`config.mk`:
```
export PLATFORM = sky130hd
export DESIGN_NAME = mem_access_unit
export DESIGN_NICKNAME = d
export VERILOG_FILES = /design/src/rtl/mem_access_unit.sv
export SDC_FILE = /design/constraint.sdc
export NUM_CORES = 1
export LEC_CHECK = 0
export ABC_AREA = 0
export BUFFER_PORTS_ARGS = -buffer_cell sky130_fd_sc_hd__clkbuf_2
export CAP_MARGIN = 20
export CORE_ASPECT_RATIO = 2
export CORE_UTILIZATION = 45
export DETAILED_ROUTE_END_ITERATION = 7
export GPL_TIMING_DRIVEN = 0
export PLACE_DENSITY_LB_ADDON = 0.08
export SLEW_MARGIN = 20
export SYNTH_ARGS = -nofsm -noshare
export SYNTH_HDL_FRONTEND = slang
export SYNTH_SLANG_ARGS = --single-unit
```
`constraint.sdc`:
```
create_clock -name clk -period 7.3 [get_ports clk]
set_clock_uncertainty 0.15 [all_clocks]
set_input_delay 0.365 -clock clk [delete_from_list [all_inputs] [get_ports clk]]
set_output_delay 0.365 -clock clk [all_outputs]
set_load 0.01 [all_outputs]
```
`src/rtl/mem_access_unit.sv`:
```
// Load/store-side memory access unit: passes ALU results through to MEM/WB and
// runs naturally aligned loads against a ready/valid data memory with alignment checking.
module mem_access_unit (
    input  logic        clk,
    input  logic        rst,
    input  logic [31:0] result_i,
    input  logic [31:0] result_address_i,
    input  logic [4:0]  rd_i,
    input  logic        wb_en_i,
    input  logic        read_en_i,
    input  logic [2:0]  mem_op_i,
    output logic        dmem_req_o,
    output logic [31:0] dmem_addr_o,
    input  logic        dmem_ready_i,
    input  logic        dmem_rvalid_i,
    input  logic [31:0] dmem_rdata_i,
    output logic        stall_o,
    output logic        wb_en_o,
    output logic [4:0]  rd_o,
    output logic [31:0] wb_data_o,
    output logic        misalign_o
);

    typedef enum logic [1:0] {
        S_IDLE = 2'b00,
        S_REQ  = 2'b01,
        S_WAIT = 2'b10
    } state_e;

    state_e      state_q, state_d;
    logic [31:0] addr_q, addr_d;
    logic [2:0]  op_q, op_d;
    logic [4:0]  rd_lat_q, rd_lat_d;
    logic        wb_lat_q, wb_lat_d;
    logic        wb_en_q, wb_en_d;
    logic [4:0]  rd_q, rd_d;
    logic [31:0] wb_data_q, wb_data_d;
    logic        misalign_q, misalign_d;
    logic        req_s;
    logic        stall_s;

    // op[1:0]==00 is a byte access, 01 a halfword, anything else a word.
    function automatic logic is_misaligned(input logic [2:0] op, input logic [1:0] lo);
        logic bad;
        case (op[1:0])
            2'b00:   bad = 1'b0;
            2'b01:   bad = lo[0];
            default: bad = (lo != 2'b00);
        endcase
        return bad;
    endfunction

    // op[2] selects zero extension for the byte/halfword forms.
    function automatic logic [31:0] extract(input logic [2:0] op, input logic [1:0] lo,
                                            input logic [31:0] rdata);
        logic [7:0]  byte_v;
        logic [15:0] half_v;
        logic [31:0] res;
        byte_v = rdata[8*lo +: 8];
        half_v = rdata[16*lo[1] +: 16];
        case (op)
            3'b000:  res = {{24{byte_v[7]}}, byte_v};
            3'b001:  res = {{16{half_v[15]}}, half_v};
            3'b100:  res = {24'h000000, byte_v};
            3'b101:  res = {16'h0000, half_v};
            default: res = rdata;
        endcase
        return res;
    endfunction

    // Next-state, latch and write-back decisions.
    always_comb begin
        state_d    = state_q;
        addr_d     = addr_q;
        op_d       = op_q;
        rd_lat_d   = rd_lat_q;
        wb_lat_d   = wb_lat_q;
        wb_en_d    = 1'b0;
        rd_d       = rd_q;
        wb_data_d  = wb_data_q;
        misalign_d = 1'b0;
        req_s      = 1'b0;
        stall_s    = 1'b0;
        case (state_q)
            S_IDLE: begin
                if (read_en_i) begin
                    if (is_misaligned(mem_op_i, result_address_i[1:0])) begin
                        misalign_d = 1'b1;
                    end else begin
                        addr_d   = result_address_i;
                        op_d     = mem_op_i;
                        rd_lat_d = rd_i;
                        wb_lat_d = wb_en_i;
                        stall_s  = 1'b1;
                        state_d  = S_REQ;
                    end
                end else begin
                    wb_data_d = result_i;
                    rd_d      = rd_i;
                    wb_en_d   = wb_en_i & (rd_i != 5'd0);
                end
            end
            S_REQ: begin
                req_s   = 1'b1;
                stall_s = 1'b1;
                if (dmem_ready_i) begin
                    state_d = S_WAIT;
                end else begin
                    state_d = S_REQ;
                end
            end
            S_WAIT: begin
                // Stall drops in the completion cycle so upstream can advance on this edge.
                if (dmem_rvalid_i) begin
                    wb_data_d = extract(op_q, addr_q[1:0], dmem_rdata_i);
                    rd_d      = rd_lat_q;
                    wb_en_d   = wb_lat_q & (rd_lat_q != 5'd0);
                    state_d   = S_IDLE;
                end else begin
                    stall_s = 1'b1;
                end
            end
            default: begin
                state_d = S_IDLE;
            end
        endcase
    end

    // State and output registers.
    always_ff @(posedge clk or posedge rst) begin
        if (rst) begin
            state_q    <= S_IDLE;
            addr_q     <= 32'h0000_0000;
            op_q       <= 3'b000;
            rd_lat_q   <= 5'd0;
            wb_lat_q   <= 1'b0;
            wb_en_q    <= 1'b0;
            rd_q       <= 5'd0;
            wb_data_q  <= 32'h0000_0000;
            misalign_q <= 1'b0;
        end else begin
            state_q    <= state_d;
            addr_q     <= addr_d;
            op_q       <= op_d;
            rd_lat_q   <= rd_lat_d;
            wb_lat_q   <= wb_lat_d;
            wb_en_q    <= wb_en_d;
            rd_q       <= rd_d;
            wb_data_q  <= wb_data_d;
            misalign_q <= misalign_d;
        end
    end

    assign dmem_req_o  = req_s;
    assign dmem_addr_o = {addr_q[31:2], 2'b00};
    assign stall_o     = stall_s;
    assign wb_en_o     = wb_en_q;
    assign rd_o        = rd_q;
    assign wb_data_o   = wb_data_q;
    assign misalign_o  = misalign_q;

endmodule

```
**Word-level counts from Yosys, hierarchy flattened**

Index checks and enable logic that the tools add are counted.
W data, S select, Z words.

- Add/sub/neg operators: 0
- Multipliers: 0
- Divide/modulo/power cells: 0
- $lt $le $gt $ge: 0
- Eq/ne operators: 10
- Shifts and indexed selects: 2
- Multiplexer cells: 26
- Bitwise gates (word level): 3
- Reduce and logical (&&, ||, !) cells: 10

Operator list:

| kind | number |
|---|---|
| $pmux W32 S4 | 1 |
| $mux W32 | 2 |
| $pmux W32 S2 | 1 |
| $shiftx A32 B6 Y16 | 1 |
| $shiftx A32 B6 Y8 | 1 |
| $mux W1 | 11 |
| $mux W5 | 2 |
| $pmux W5 S2 | 1 |
| $reduce_bool A5 Y1 | 2 |
| $reduce_and A3 Y1 | 3 |
| $mux W2 | 4 |
| $ne A2 B2 Y1 const B | 4 |
| $eq A3 B3 Y1 const B | 2 |
| $pmux W2 S3 | 1 |
| $eq A2 B1 Y1 const B | 2 |
| $logic_not A2 Y1 | 2 |
| $pmux W1 S2 | 2 |
| $reduce_bool A2 Y1 | 2 |
| $eq A3 B1 Y1 const B | 1 |
| $logic_not A3 Y1 | 1 |
| $pmux W1 S3 | 1 |
| $and A1 B1 Y1 | 2 |
| $eq A2 B2 Y1 const B | 1 |
| $not A1 Y1 | 1 |

- Flip-flop bits (word level): 82
- Latch bits: 0
- RAM bits: 0
- Memory bits (read-only): 0
- Output and inout bits: 73
- Memories: 0

**Longest topological paths before layout**

- Word-level depth: 7
- Depth in mapped cells: 7
- Depth with buffers taken out: 4

**Worst setup path after synthesis**

OpenSTA, ideal clock, no wires.

- Kind: register -> output
- From: reg state_q[0]
- To: out stall_o
- Data arrival time: 1.211 ns
- Data required time: 6.785 ns
- Slack: 5.574 ns
- Stages on the path, launching flop included: 6
- Buffers on the path: 2
- Path through: dfrtp_1 -> clkbuf_1 -> nor2_1 -> nand3_2 -> buf_2 -> o211ai_1

- Longest elaborated chain between the ends: 2
- Elaborated cells on any way between the ends: 4
- Those cells by class: 2 x eq/ne; 1 x mux; 1 x reduce/logical

Ends and longest elaborated chain:

| item | line | RTL |
|---|---|---|
| from (decl) | 30 | `state_e state_q, state_d;` |
| from (signal assigned) | 142 | `state_q <= state_d;` |
| $eq A2 B2 Y1, or another cell as far along | 84 | `case (state_q)` |
| $pmux W1 S3 * | 84 |  |
| to (decl) | 17 | `output logic stall_o,` |

Mark *: on every way between the ends. The rest lies on a longest branch, timed or not.

**Worst setup path in the final report**

Same ends and word-level chain as after synthesis.

==> impl_metrics.yaml <==
run_status:
  status: "complete, but fails checks"
  violations: "design-rule violations"
pwr:
  irDropWorstVdd_uv: 173.2
  p_leak_nw: 2.863
  power.density_mw_per_mm2: 404.0
yosys:
  ys_ff_latch: 82
  synth-edff-count: 0
  ys_seq_area_frac: 0.4755
  ys_types: 40
  avgSynthCellArea_um2: 10.55
  synthFlopType: "dfrtp_1"
  ys_warn_count: 0
  syn_area_mm2: 0.004315
  async_flop_share: 1.000
  syn_inst: 409
finish:
  final_cell_area_mm2: 0.005713
  layout.nets: 712
  diodes: 0
  drive_gt1_frac: 0.4876
  instances_no_fill: 711
  syn2layout_area_growth_pct: 32.39
setup_path:
  crit_path_start_kind: "flop"
  required_ns: 6.78
  setup.worst_path.end: "stall_o"
  r2r_setup_slack_ns: 5.28
  endpoint_kind: "output port"
  rr_endpoint: "addr_q[23]"
  path_class: "reg2out"
  worst_ep_arrival_time_ns: 2.06
  crit_start: "state_q[0]"
  cp_max_fo: 10
  reg2regPathDepth: 5
  timing.rr.start: "state_q[0]"
clock_network:
  cts_tree: "built"
  ctsLongestPathBuffers: 2
  htreeDepth: 3
  cts-root-buf: "clkbuf_16"
  clk_latency_ns: 0.34
  postCtsSetupBuffers: 0
  clkTransAtPathRegs_ns: 0.06
  clock_sinks: 82
  cts_buffers: 9
die:
  io_pins: 183
  fp.dieW_um: 71.25
  std_cell_rows: 50
  core_mm2: 0.009321
  start_util: 0.4630
  dieHeight_um: 140.5
  die-area_mm2: 0.01001
sta:
  final_max_slew_viol_count: 0
  fmax_mhz: 387.9
  slew_headroom: 0.6435
  hold_violations: 0
  min_period_ns: 2.578
  fin_crit_sh: 0.3531
  rsz0062_at_grt: "no"
  tightestPinTransition_ns: 0.5347
  setup_violations: 0
  fin_tns_setup_ns: 0
route:
  wl_per_cell_um: 17.94
  num_vias: 3901
  finalWirelength_um: 12750
  drc: 15
  via_per_inst: 5.487
  drt_iter0_drc: 230
  drtAntennaViolNets: 0
  drt_pass1_iterations: 7
place:
  placed_area_mm2: 0.005368
  dp_hpwl_um: 10200
  io_buffers: 179
  dp.cells: 694
  gp_congestion: 0.8944
global_routing:
  antenna_found_initial: 0
  grt_use_total: 0.2601
  overflow: 0
  use_met1: 0.2542
  grtUsageMet3: 0.04676
  grt_pass1_wl_um: 19410
  grt_max_degree: 44
  grt_pass1_vias: 3887
  top_usage_layer: "met2"
  grt.met2_usage: 0.4847
flow_run:
  maxCapViolCount: 0
min_path:
  hp-class: "in2reg"
[per-stage QoR]
step | setup WS, ns | hold slack (ns) | power, W | util
final | 4.722 | 0.08962 | 0.002308 | 0.6129
after global routing | 4.556 | 0.09023 | 0.002443 | 0.6129
after CTS | 4.694 | 0.08185 | 0.002323 | 0.6129
after detailed placement | 5.051 | 0.2847 | 0.001805 | 0.5758
after global placement | 3.741 | 0.3231 | 0.001774 | 0.5734
after floorplan | 4.677 | 0.3155 | 0.001432 | -
[flip-flops by register name, summed over array words and instances, names as in the netlist]
| signal | count |
|---|---|
| addr_q | 32 |
| wb_data_o | 32 |
| rd_lat_q | 5 |
| rd_o | 5 |
| op_q | 3 |
| state_q | 2 |
| misalign_o | 1 |
| wb_en_o | 1 |
| wb_lat_q | 1 |
[how the worst min path moves through the flow]
stage / startpoint / endpoint / slack (ns) / cells past startpoint
after CTS: result_address_i[27] / addr_q[27] / 0.08 / 2
final: result_address_i[27] / addr_q[27] / 0.09 / 2
after global placement: rd_o[0] / rd_o[0] / 0.32 / 2
after floorplan: addr_q[23] / addr_q[23] / 0.32 / 1
after global routing: result_address_i[27] / addr_q[27] / 0.09 / 2
after detailed placement: rst / wb_data_o[2] / 0.28 / 2
[placed cells by master, fill, tap and decap left out, types with 2 or more instances in the layout]
cell	synthesis	routed
buf_6	3	3
o21ai_0	31	31
nor2_1	11	11
inv_1	14	13
a21oi_1	48	48
a311oi_1	7	7
or3_1	7	7
mux2_1	4	4
clkbuf_1	14	16
clkbuf_16	0	9
conb_1	1	2
and3_1	8	8
mux2i_1	5	5
dfrtp_1	82	82
a21o_1	2	2
bufinv_16	0	3
nand3_1	2	2
nand2_1	24	24
nand2b_1	3	3
nor2b_1	2	2
a221o_1	9	9
clkbuf_2	0	179
or4_1	18	18
buf_2	6	6
buf_4	38	38
mux2_2	47	47
o32ai_1	7	7
[Yosys cell counts (5+ instances only)]
master    number  area, µm²
a311oi_1       7      61.31
dfrtp_1       82       2052
and3_1         8      50.05
nand2_1       24      90.09
buf_2          6      30.03
or4_1         18      135.1
nor2_1        11      41.29
o32ai_1        7      61.31
buf_4         38      285.3
clkbuf_1      14      52.55
mux2_2        47      529.3
or3_1          7      43.79
a21oi_1       48      240.2
o21ai_0       31      155.2
inv_1         14      52.55
a221o_1        9      90.09
mux2i_1        5      50.05
[layout make-up]
type                       count  area, µm²
inverter                      14      55.05
timing repair buffer         181      925.9
sequential                    82       2052
tap                          104      130.1
fill                         853       3608
clock buffer                  11      232.7
buffer                        63      420.4
clock inverter                 5      102.6
multi-input combinational    251       1794
[what timing repair did]
| action | CTS | global route |
|---|---|---|
| endpoints found under the setup margin | 0 | 0 |
| resized for setup | 0 | 0 |
| hold buffers | 1 | 0 |
| endpoints found under the hold margin | 39 | 0 |
[where the power goes]
group	switching (W)	internal, W	total, W
Sequential	0.000120	0.000663	0.000783
Combinational	0.000519	0.000494	0.00101
Clock	0.000178	0.000334	0.000512
Total	0.000817	0.00149	0.00231
[metal layers]
layer  up-vias  routed length, µm
met4         0                586
li1       1831                  -
met5         -                  0
met2       157               7110
met3        29                782
met1      1884               4275
[critical path: stages, from the launching register on]
cell and delay (ns):
dfrtp_1 0.43, nand2b_1 0.21, buf_2 0.30, clkbuf_1 0.46
o211ai_1 0.16, clkbuf_2 0.16
[cells by family after synthesis]
family          after synthesis  share of synthesized area
mux                          57                     0.1482
compound gates              111                     0.1615
other cells                   1                  0.0008690
flops                        82                     0.4755
buf+inv                      77                     0.1096
simple gates                 81                     0.1044
(Power assumes the default switching activity.)
